### src/rtl/scoreboard_pkg.sv
// Shared types and constants for the shot-clock scoreboard: game states,
// made_shot encodings and the point value of each shot outcome.
package scoreboard_pkg;

  typedef enum logic [1:0] {
    IDLE    = 2'd0,
    RUN     = 2'd1,
    EXPIRED = 2'd2
  } state_t;

  localparam logic [1:0] MS_MISS  = 2'd0;
  localparam logic [1:0] MS_TWO   = 2'd1;
  localparam logic [1:0] MS_THREE = 2'd2;
  localparam logic [1:0] MS_FT    = 2'd3;

  localparam logic [7:0] PTS_MISS  = 8'd0;
  localparam logic [7:0] PTS_FT    = 8'd1;
  localparam logic [7:0] PTS_TWO   = 8'd2;
  localparam logic [7:0] PTS_THREE = 8'd3;

  // Points for a shot outcome, already widened for the 8-bit score add.
  function automatic logic [7:0] shot_points(input logic [1:0] made_shot);
    logic [7:0] pts;
    case (made_shot)
      MS_MISS:  pts = PTS_MISS;
      MS_TWO:   pts = PTS_TWO;
      MS_THREE: pts = PTS_THREE;
      MS_FT:    pts = PTS_FT;
      default:  pts = PTS_MISS;
    endcase
    return pts;
  endfunction

endpackage

### src/rtl/rise_detect.sv
// One-flop rising-edge detector. The history flop reset value is chosen so
// that an input already high when reset releases does not produce an event.
module rise_detect #(
  parameter logic RESET_VAL = 1'b1
) (
  input  logic clk,
  input  logic reset,
  input  logic in,
  output logic rise
);

  logic q_r;

  // History of the input from the previous clock.
  always_ff @(posedge clk or posedge reset) begin
    if (reset) begin
      q_r <= RESET_VAL;
    end else begin
      q_r <= in;
    end
  end

  assign rise = in & ~q_r;

endmodule

### src/rtl/shot_clock_scoreboard.sv
// Shot clock and saturating score keeper with the IDLE/RUN/EXPIRED game FSM;
// all game state and outputs are registered in the clk domain.
module shot_clock_scoreboard
  import scoreboard_pkg::*;
#(
  parameter int FRAMES_PER_SEC  = 60,
  parameter int SHOT_CLOCK_INIT = 24,
  parameter int SCORE_MAX       = 99
) (
  input  logic       clk,
  input  logic       reset,
  input  logic       vsync,
  input  logic       start,
  input  logic       shot_finished,
  input  logic [1:0] made_shot,
  output logic [4:0] timer,
  output logic [6:0] score,
  output logic       running,
  output logic       expired,
  output logic       buzzer
);

  localparam logic [4:0] TIMER_INIT = 5'(SHOT_CLOCK_INIT);
  localparam logic [5:0] FRAME_LAST = 6'(FRAMES_PER_SEC - 1);
  localparam logic [7:0] SCORE_CAP  = 8'(SCORE_MAX);

  logic vsync_ev_s, start_ev_s, shot_ev_s;

  rise_detect #(.RESET_VAL(1'b1)) u_vsync_rise (
    .clk(clk), .reset(reset), .in(vsync), .rise(vsync_ev_s)
  );
  rise_detect #(.RESET_VAL(1'b1)) u_start_rise (
    .clk(clk), .reset(reset), .in(start), .rise(start_ev_s)
  );
  rise_detect #(.RESET_VAL(1'b1)) u_shot_rise (
    .clk(clk), .reset(reset), .in(shot_finished), .rise(shot_ev_s)
  );

  state_t     state_r, state_s;
  logic [5:0] frame_cnt_r, frame_cnt_s;
  logic [4:0] timer_r, timer_s;
  logic [6:0] score_r, score_s;
  logic       buzzer_r, buzzer_s;
  logic [7:0] score_sum_s;

  assign score_sum_s = {1'b0, score_r} + shot_points(made_shot);

  // Next-state and next-output logic for the game FSM.
  always_comb begin
    state_s     = state_r;
    frame_cnt_s = frame_cnt_r;
    timer_s     = timer_r;
    score_s     = score_r;
    buzzer_s    = 1'b0;
    case (state_r)
      IDLE, EXPIRED: begin
        timer_s = (state_r == IDLE) ? TIMER_INIT : 5'd0;
        if (start_ev_s) begin
          state_s     = RUN;
          score_s     = 7'd0;
          frame_cnt_s = 6'd0;
          timer_s     = TIMER_INIT;
        end else begin
          state_s = state_r;
        end
      end
      RUN: begin
        // A shot takes priority over a same-cycle expiry tick.
        if (shot_ev_s) begin
          score_s     = (score_sum_s > SCORE_CAP) ? SCORE_CAP[6:0] : score_sum_s[6:0];
          timer_s     = TIMER_INIT;
          frame_cnt_s = 6'd0;
        end else if (vsync_ev_s) begin
          if (frame_cnt_r == FRAME_LAST) begin
            frame_cnt_s = 6'd0;
            if (timer_r == 5'd1) begin
              timer_s  = 5'd0;
              state_s  = EXPIRED;
              buzzer_s = 1'b1;
            end else begin
              timer_s = timer_r - 5'd1;
            end
          end else begin
            frame_cnt_s = frame_cnt_r + 6'd1;
          end
        end else begin
          frame_cnt_s = frame_cnt_r;
        end
      end
      default: begin
        state_s = IDLE;
        timer_s = TIMER_INIT;
      end
    endcase
  end

  // Game state and registered outputs.
  always_ff @(posedge clk or posedge reset) begin
    if (reset) begin
      state_r     <= IDLE;
      frame_cnt_r <= 6'd0;
      timer_r     <= TIMER_INIT;
      score_r     <= 7'd0;
      buzzer_r    <= 1'b0;
    end else begin
      state_r     <= state_s;
      frame_cnt_r <= frame_cnt_s;
      timer_r     <= timer_s;
      score_r     <= score_s;
      buzzer_r    <= buzzer_s;
    end
  end

  assign timer   = timer_r;
  assign score   = score_r;
  assign buzzer  = buzzer_r;
  assign running = (state_r == RUN);
  assign expired = (state_r == EXPIRED);

endmodule

### config.mk
export PLATFORM = sky130hd
export DESIGN_NAME = shot_clock_scoreboard
export DESIGN_NICKNAME = d
export VERILOG_FILES = /design/src/rtl/scoreboard_pkg.sv /design/src/rtl/rise_detect.sv /design/src/rtl/shot_clock_scoreboard.sv
export SDC_FILE = /design/constraint.sdc
export NUM_CORES = 1
export LEC_CHECK = 0
export CAP_MARGIN = 30
export CORE_UTILIZATION = 35
export CTS_CLUSTER_DIAMETER = 50
export DETAILED_ROUTE_END_ITERATION = 8
export PLACE_DENSITY = 0.62
export RECOVER_POWER = 50
export SETUP_SLACK_MARGIN = 0.4
export SLEW_MARGIN = 10
export SYNTH_ARGS = -nofsm -noshare
export SYNTH_HDL_FRONTEND = slang
export SYNTH_SLANG_ARGS = --single-unit
### constraint.sdc
create_clock -name clk -period 2.6 [get_ports clk]
set_clock_uncertainty 0.15 [all_clocks]
set_input_delay 0.52 -clock clk [delete_from_list [all_inputs] [get_ports clk]]
set_output_delay 0.52 -clock clk [all_outputs]
set_load 0.01 [all_outputs]
== After elaboration in Yosys (flattened, before gate mapping) ==
Cells that the tools add are included.
Word-level totals
  register bits after elaboration: 24
  bits of input ports: 7
  output and inout port bits: 15
  logic and storage cells: 69
Cells by class
  $add $sub $neg: 3
  $lt $le $gt $ge: 1
  eq/ne operators: 15
  mux-type cells: 28
  bitwise logic cells: 6
  reductions and logical operators: 8
Operator list (count)
  8-bit case mux with 4 select lines: 1
  5-bit 2-to-1 mux: 6
  6-bit 2-to-1 mux: 4
  7-bit 2-to-1 mux: 3
  7-bit case mux with 2 select lines: 1
  6-bit case mux with 2 select lines: 1
  2-bit 2-to-1 mux: 5
  5-bit case mux with 2 select lines: 1
  7-bit by 8-bit adder with 8-bit output: 1
  8-bit by 7-bit greater-than comparator with 1-bit output (second input constant): 1
  2-bit by 1-bit != test with 1-bit output (second input constant): 4
  6-bit by 1-bit adder with 6-bit output (second input constant): 1
  2-bit == test (second input constant): 3
  6-bit == test (second input constant): 1
  3-bit by 1-bit != test with 1-bit output (second input constant): 2
  3-bit AND reduction: 2
  5-bit by 1-bit == test with 1-bit output (second input constant): 1
  1-bit 2-to-1 mux: 5
  5-bit AND reduction: 1
  5-bit by 1-bit subtractor with 5-bit output (second input constant): 1
  2-bit by 1-bit == test with 1-bit output (second input constant): 2
  2-bit logical NOT: 2
  2-bit != test (second input constant): 2
  2-bit case mux with 2 select lines: 1
  other kinds (5): 9

== Logic depth before layout (Yosys ltp) ==
  word-level depth: 7
  gate-level depth with buffers: 12

== By module ==
A second synthesis with hierarchy kept.
Unflattened totals
  cell total of the unflattened synthesis: 150
  area total of the unflattened synthesis: 1437.6 um^2
Modules (own cells, without submodules)
  shot_clock_scoreboard: instances 1, cells an instance 141, area each 1306.3 um^2, sequential area each 528.0 um^2
  rise_detect: instances 3, cells an instance 3, area each 43.8 um^2, sequential area each 26.3 um^2

== Least setup slack after synthesis ==
No wires, ideal clock.
  path kind: input to register
  from: input made_shot[0]
  to: register score_r[4], in the netlist score[4]
  arrival time: 2410 ps
  setup slack: -91 ps
  cell stages on the path: 12
  path buffers: 0
  path through: inv_1 > ha_1 > nor2_1 > nor2_1 > ha_1 > fa_1 > and3_1 > nand3_1 > xnor2_1 > o311a_1 > o21ai_1 > o211ai_1
On the way
  longest elaborated chain between the ends: 7
Ends and longest elaborated chain
  start: declaration: RTL line shot_clock_scoreboard.sv:15  | input logic [1:0] made_shot,
  2-bit == test, or another cell as far along: RTL line scoreboard_pkg.sv:24  | case (made_shot)
  8-bit case mux with 4 select lines *: RTL line scoreboard_pkg.sv:24
  7-bit by 8-bit adder with 8-bit output *: RTL line shot_clock_scoreboard.sv:46  | assign score_sum_s = {1'b0, score_r} + shot_points(made_shot);
  8-bit by 7-bit greater-than comparator with 1-bit output: RTL line shot_clock_scoreboard.sv:70  | score_s = (score_sum_s > SCORE_CAP) ? SCORE_CAP[6:0] : score_sum_s[6:0];
  7-bit 2-to-1 mux *: RTL line shot_clock_scoreboard.sv:70
  7-bit 2-to-1 mux *: RTL line shot_clock_scoreboard.sv:69  | if (shot_ev_s) begin
  7-bit case mux with 2 select lines *: RTL line shot_clock_scoreboard.sv:55  | case (state_r)
  end signal: assignment: RTL line shot_clock_scoreboard.sv:109  | score_r <= score_s;
  end: declaration: RTL line shot_clock_scoreboard.sv:42  | logic [6:0] score_r, score_s;
Mark *: on every way between the ends. The rest lies on a longest branch, timed or not. The select of a mux whose other input is x is not followed.
A chain may end at the register's enable or synchronous reset.

== Worst setup path in the final report ==
  from: input made_shot[0]
  to: register score_r[2], in the netlist score[2]
Same word-level chain as after synthesis.

==> impl_summary.txt <==
----------------------------------------------------
[Global route]
  Largest net degree at the start of global routing ... 25
  Total routing resource utilization after global routing ... 0.1504
  Initial antenna violation count ... 0
  Via count of the first global-routing pass ... 1164
  First-pass GRT wire length ... 5.009 mm
  GRT overflow ... 0

[Timing]
  Final hold violation count ... 0
  Minimum clock period after layout ... 2573 ps
  Setup TNS ... 0 ps
  Setup violators final ... 0
  Slew Limit Headroom ... 0.1804
  Hold Slack ... 353.9 ps
  Smallest setup slack after layout ... 27.44 ps
  Final worst-path cycle share ... 0.9894
  Number of max-slew violations in the final report ... 0
  Max Fclk ... 388.7 MHz
  Least-Margin Pin Slew ... 1229 ps
  RSZ-0062 raised after global routing ... yes

[Clock network]
  CTS Buf Count ... 3
  Clock slew at reported path FFs ... 80 ps
  Number of buffers inserted to repair setup after CTS ... 0
  Root cell of the clock tree ... sky130_fd_sc_hd__clkbuf_8
  Count of hold-fix buffers inserted at cts ... 0
  Number of clock sinks ... 24
  TritonCTS clock tree ... yes
  Number of buffers on the longest clock path ... 2
  Clock Latency Late Sink ... 260 ps
  H-tree lvl count ... 1

[Route]
  Routed WL ... 2.995 mm
  Vias per std cell ... 5.083
  Via count ... 1159
  Total iterations of the first detailed-routing run ... 4
  Length of routed wiring on met1 ... 1.411 mm
  Top routing layer used ... met4
  Met3 WL post-DR ... 91 µm
  Remaining DRCs ... 0
  WL/cell ... 13.14 µm
  Violation count after the first detailed-route iteration ... 35
  Post-DRT Antenna Nets ... 0
  Met2 wirelength from detailed routing ... 1.464 mm

[Run status]
  Status ... finished, final reports clean

[Floorplan]
  Die Height ... 65.25 µm
  Io pins ... 22
  Area of the die ... 4257 µm²
  Count of standard-cell rows ... 22
  Initial cell density of the core ... 0.3740
  Core Area ... 3744 µm²
  Die Width ... 65.25 µm

[Power and ir drop]
  Sequential Power Share ... 0.418
  Clock network power share ... 0.150
  Portion of total power attributed to combinational logic ... 0.432
  Internal power summed over all cells ... 0.0009323 W
  Static Leak ... 0.7967 nW
  Power density over the cells ... 762.8 nW/µm²
  Switching power ... 0.0005262 W
  VDD IR max ... 0.0004444 V
  Sw frac ... 0.3608

[Layout]
  Filler Cells Inserted ... 348
  Post-route core utilization ... 0.5107
  Net count, final ... 197
  Ant. Diodes ... 0
  Area growth from synthesis to final layout ... 36.55%
  Share of final-layout standard cells stronger than drive strength 1 ... 0.2333
  Post-route insts no fill ... 228

[Synth]
  Syn_nets ... 164
  Number of distinct standard cells referenced by the synthesized netlist ... 45
  Top flip-flop cell by instance count after synthesis ... sky130_fd_sc_hd__dfrtp_1
  Top cells by count, synth ... 19 x sky130_fd_sc_hd__dfrtp_1, 15 x sky130_fd_sc_hd__nor2_1, 13 x sky130_fd_sc_hd__nand2_1
  Area fraction of the dominant cell type after synthesis ... 0.3396
  Synthesized cell area ... 1400 µm²
  Yosys synthesis warning count ... 0
  Top-count cell post-synth ... sky130_fd_sc_hd__dfrtp_1
  Synthesis-stage register bit count ... 24
  Proportion of register bits with asynchronous set or reset after synthesis ... 1.000
  Top cells by area in the synthesized netlist ... sky130_fd_sc_hd__dfrtp_1 34%, sky130_fd_sc_hd__dfstp_2 9.4%, sky130_fd_sc_hd__ha_1 7.1%, sky130_fd_sc_hd__nor2_1 4.0%, sky130_fd_sc_hd__nor2b_1 4.0%
  Sequential cell area fraction in the yosys report ... 0.4334
  Instance count of the mapped netlist ... 148
  Cell taking the most area after synthesis ... sky130_fd_sc_hd__dfrtp_1
  Post-synthesis area per instance ... 9.460 µm²
  Number of enable flip-flop cells after synthesis ... 0

[Worst setup path]
  Buffers plus inverters on the worst setup path ... 2
  Library cell contributing the largest single delay on the critical path ... sky130_fd_sc_hd__fa_2
  Largest stage delay on the critical path ... 390 ps
  CP Data Required Time ... 2600 ps
  Crit Path Category ... input port to register
  Top cell by count, worst path ... sky130_fd_sc_hd__ha_4
  Critical path fanouts, max ... 4
  Family of cells with the greatest summed delay on the critical path ... adder cells
  CP Launch Type ... input port
  Cell Chain, Critical Path ... buf_6 -> buf_8 -> ha_4 -> nor2_4 -> nor2_2 -> ha_4 -> fa_2 -> and3_4 -> nand3_4 -> xnor2_2 -> o311a_4 -> o22ai_1 -> nand2_1
  Crit path capture type ... register
  Arrival time of data at the critical path endpoint ... 2580 ps

[Placement]
  Pre-CTS worst setup slack ... -684.4 ps
  Detailed placement HPWL ... 2.263 mm
  Number of placed instances, taps included ... 224
  GP Congestion ... 0.8218
  Count of port buffers added during placement ... 21

[Hold path]
  Worst hold-check path type ... register to register

[Job]
  Number of max-cap violations ... 0

----------------------------------------------------
layer usage:
metal / up-vias / GRT usage
li1: 582 / -
met1: 559 / 0.1937
met2: 16 / 0.2474
met3: 2 / 0.03472
met4: 0 / 0.04891
met5: - / 0
metrics by stage:
step / power, W / cell area, µm²
detailed placement: 0.001214 / 1782
CTS: 0.001443 / 1853
floorplan: 0.0009522 / 1450
global route: 0.001572 / 1912
finish: 0.001458 / 1912
global placement: 0.001193 / 1782
power groups by stage:
stage / combinational [W] / sequential, W / clock (W)
2_1_floorplan: 0.000364 / 0.000589 / 0
3_3_place_gp: 0.000589 / 0.000604 / 0
3_5_place_dp: 0.000603 / 0.000611 / 0
4_1_cts: 0.000612 / 0.000604 / 0.000227
5_1_grt: 0.000700 / 0.000631 / 0.000242
6_report: 0.000630 / 0.000610 / 0.000218
worst register-to-register path: cells and delay by family, from the launching register on:
family / cells / cell delay (ps)
adder cells (fa/ha/maj): 2 / 580
AO/OA/AOI/OAI: 2 / 570
XOR/XNOR: 1 / 80
flip-flops: 1 / 430
AND/OR/NAND/NOR: 3 / 340
layout make-up:
class                      count  area [µm²]  area share
multi-input combinational    111       858.3      0.4490
sequential                    24       606.8      0.3174
timing repair buffer          31       291.5      0.1525
tap                           48       60.06     0.03141
clock buffer                   4       45.04     0.02356
inverter                      10       50.05     0.02618
state kept, by name (all words and copies together) (netlist names):
name	count
u_shot_rise.q_r	1
u_start_rise.q_r	1
frame_cnt_r	6
timer	5
state_r	2
buzzer	1
u_vsync_rise.q_r	1
score	7
path summary, 6_finish.rpt:
check	start	to	slack (ps)	cells past startpoint
max	made_shot[0]	score[2]	30	13
min	frame_cnt_r[0]	frame_cnt_r[0]	350	1
max reg2reg	score[0]	score[2]	350	8
min reg2reg	frame_cnt_r[0]	frame_cnt_r[0]	350	1
max in group asynchronous	reset	state_r[0]	630	3
min in group asynchronous	reset	timer[0]	940	3
placed cells by master, fill, tap and decap left out, types with 4 or more instances in the layout:
cell type and instances:
sky130_fd_sc_hd__nor3_1 5, sky130_fd_sc_hd__ha_4 4, sky130_fd_sc_hd__nand2_1 13, sky130_fd_sc_hd__xor2_1 4, sky130_fd_sc_hd__inv_1 8, sky130_fd_sc_hd__dfrtp_1 19
sky130_fd_sc_hd__clkdlybuf4s50_1 14, sky130_fd_sc_hd__nor2_1 13, sky130_fd_sc_hd__nand4_1 4, sky130_fd_sc_hd__dfstp_2 5, sky130_fd_sc_hd__nor2b_1 9, sky130_fd_sc_hd__ha_1 4
sky130_fd_sc_hd__dlygate4sd3_1 5, sky130_fd_sc_hd__buf_4 7
cell families (layout without fill, tap and decap cells):
family                   count (synthesis)  in the layout  synth area share
AO/OA/AOI/OAI                           28             28            0.1403
XOR/XNOR                                 7              7           0.04379
adder cells (fa/ha/maj)                  9              9           0.08579
buffers and inverters                   13             45           0.03664
flip-flops                              24             24            0.4334
multiplexers                             1              1          0.007150
AND/OR/NAND/NOR                         66             66            0.2529
repair_timing:
action	in CTS	in global routing
hold endpoints to repair	0	0
endpoints found under the setup margin	7	8
gates resized for setup	15	12
pin swaps	12	7
(Power assumes the default switching activity.)
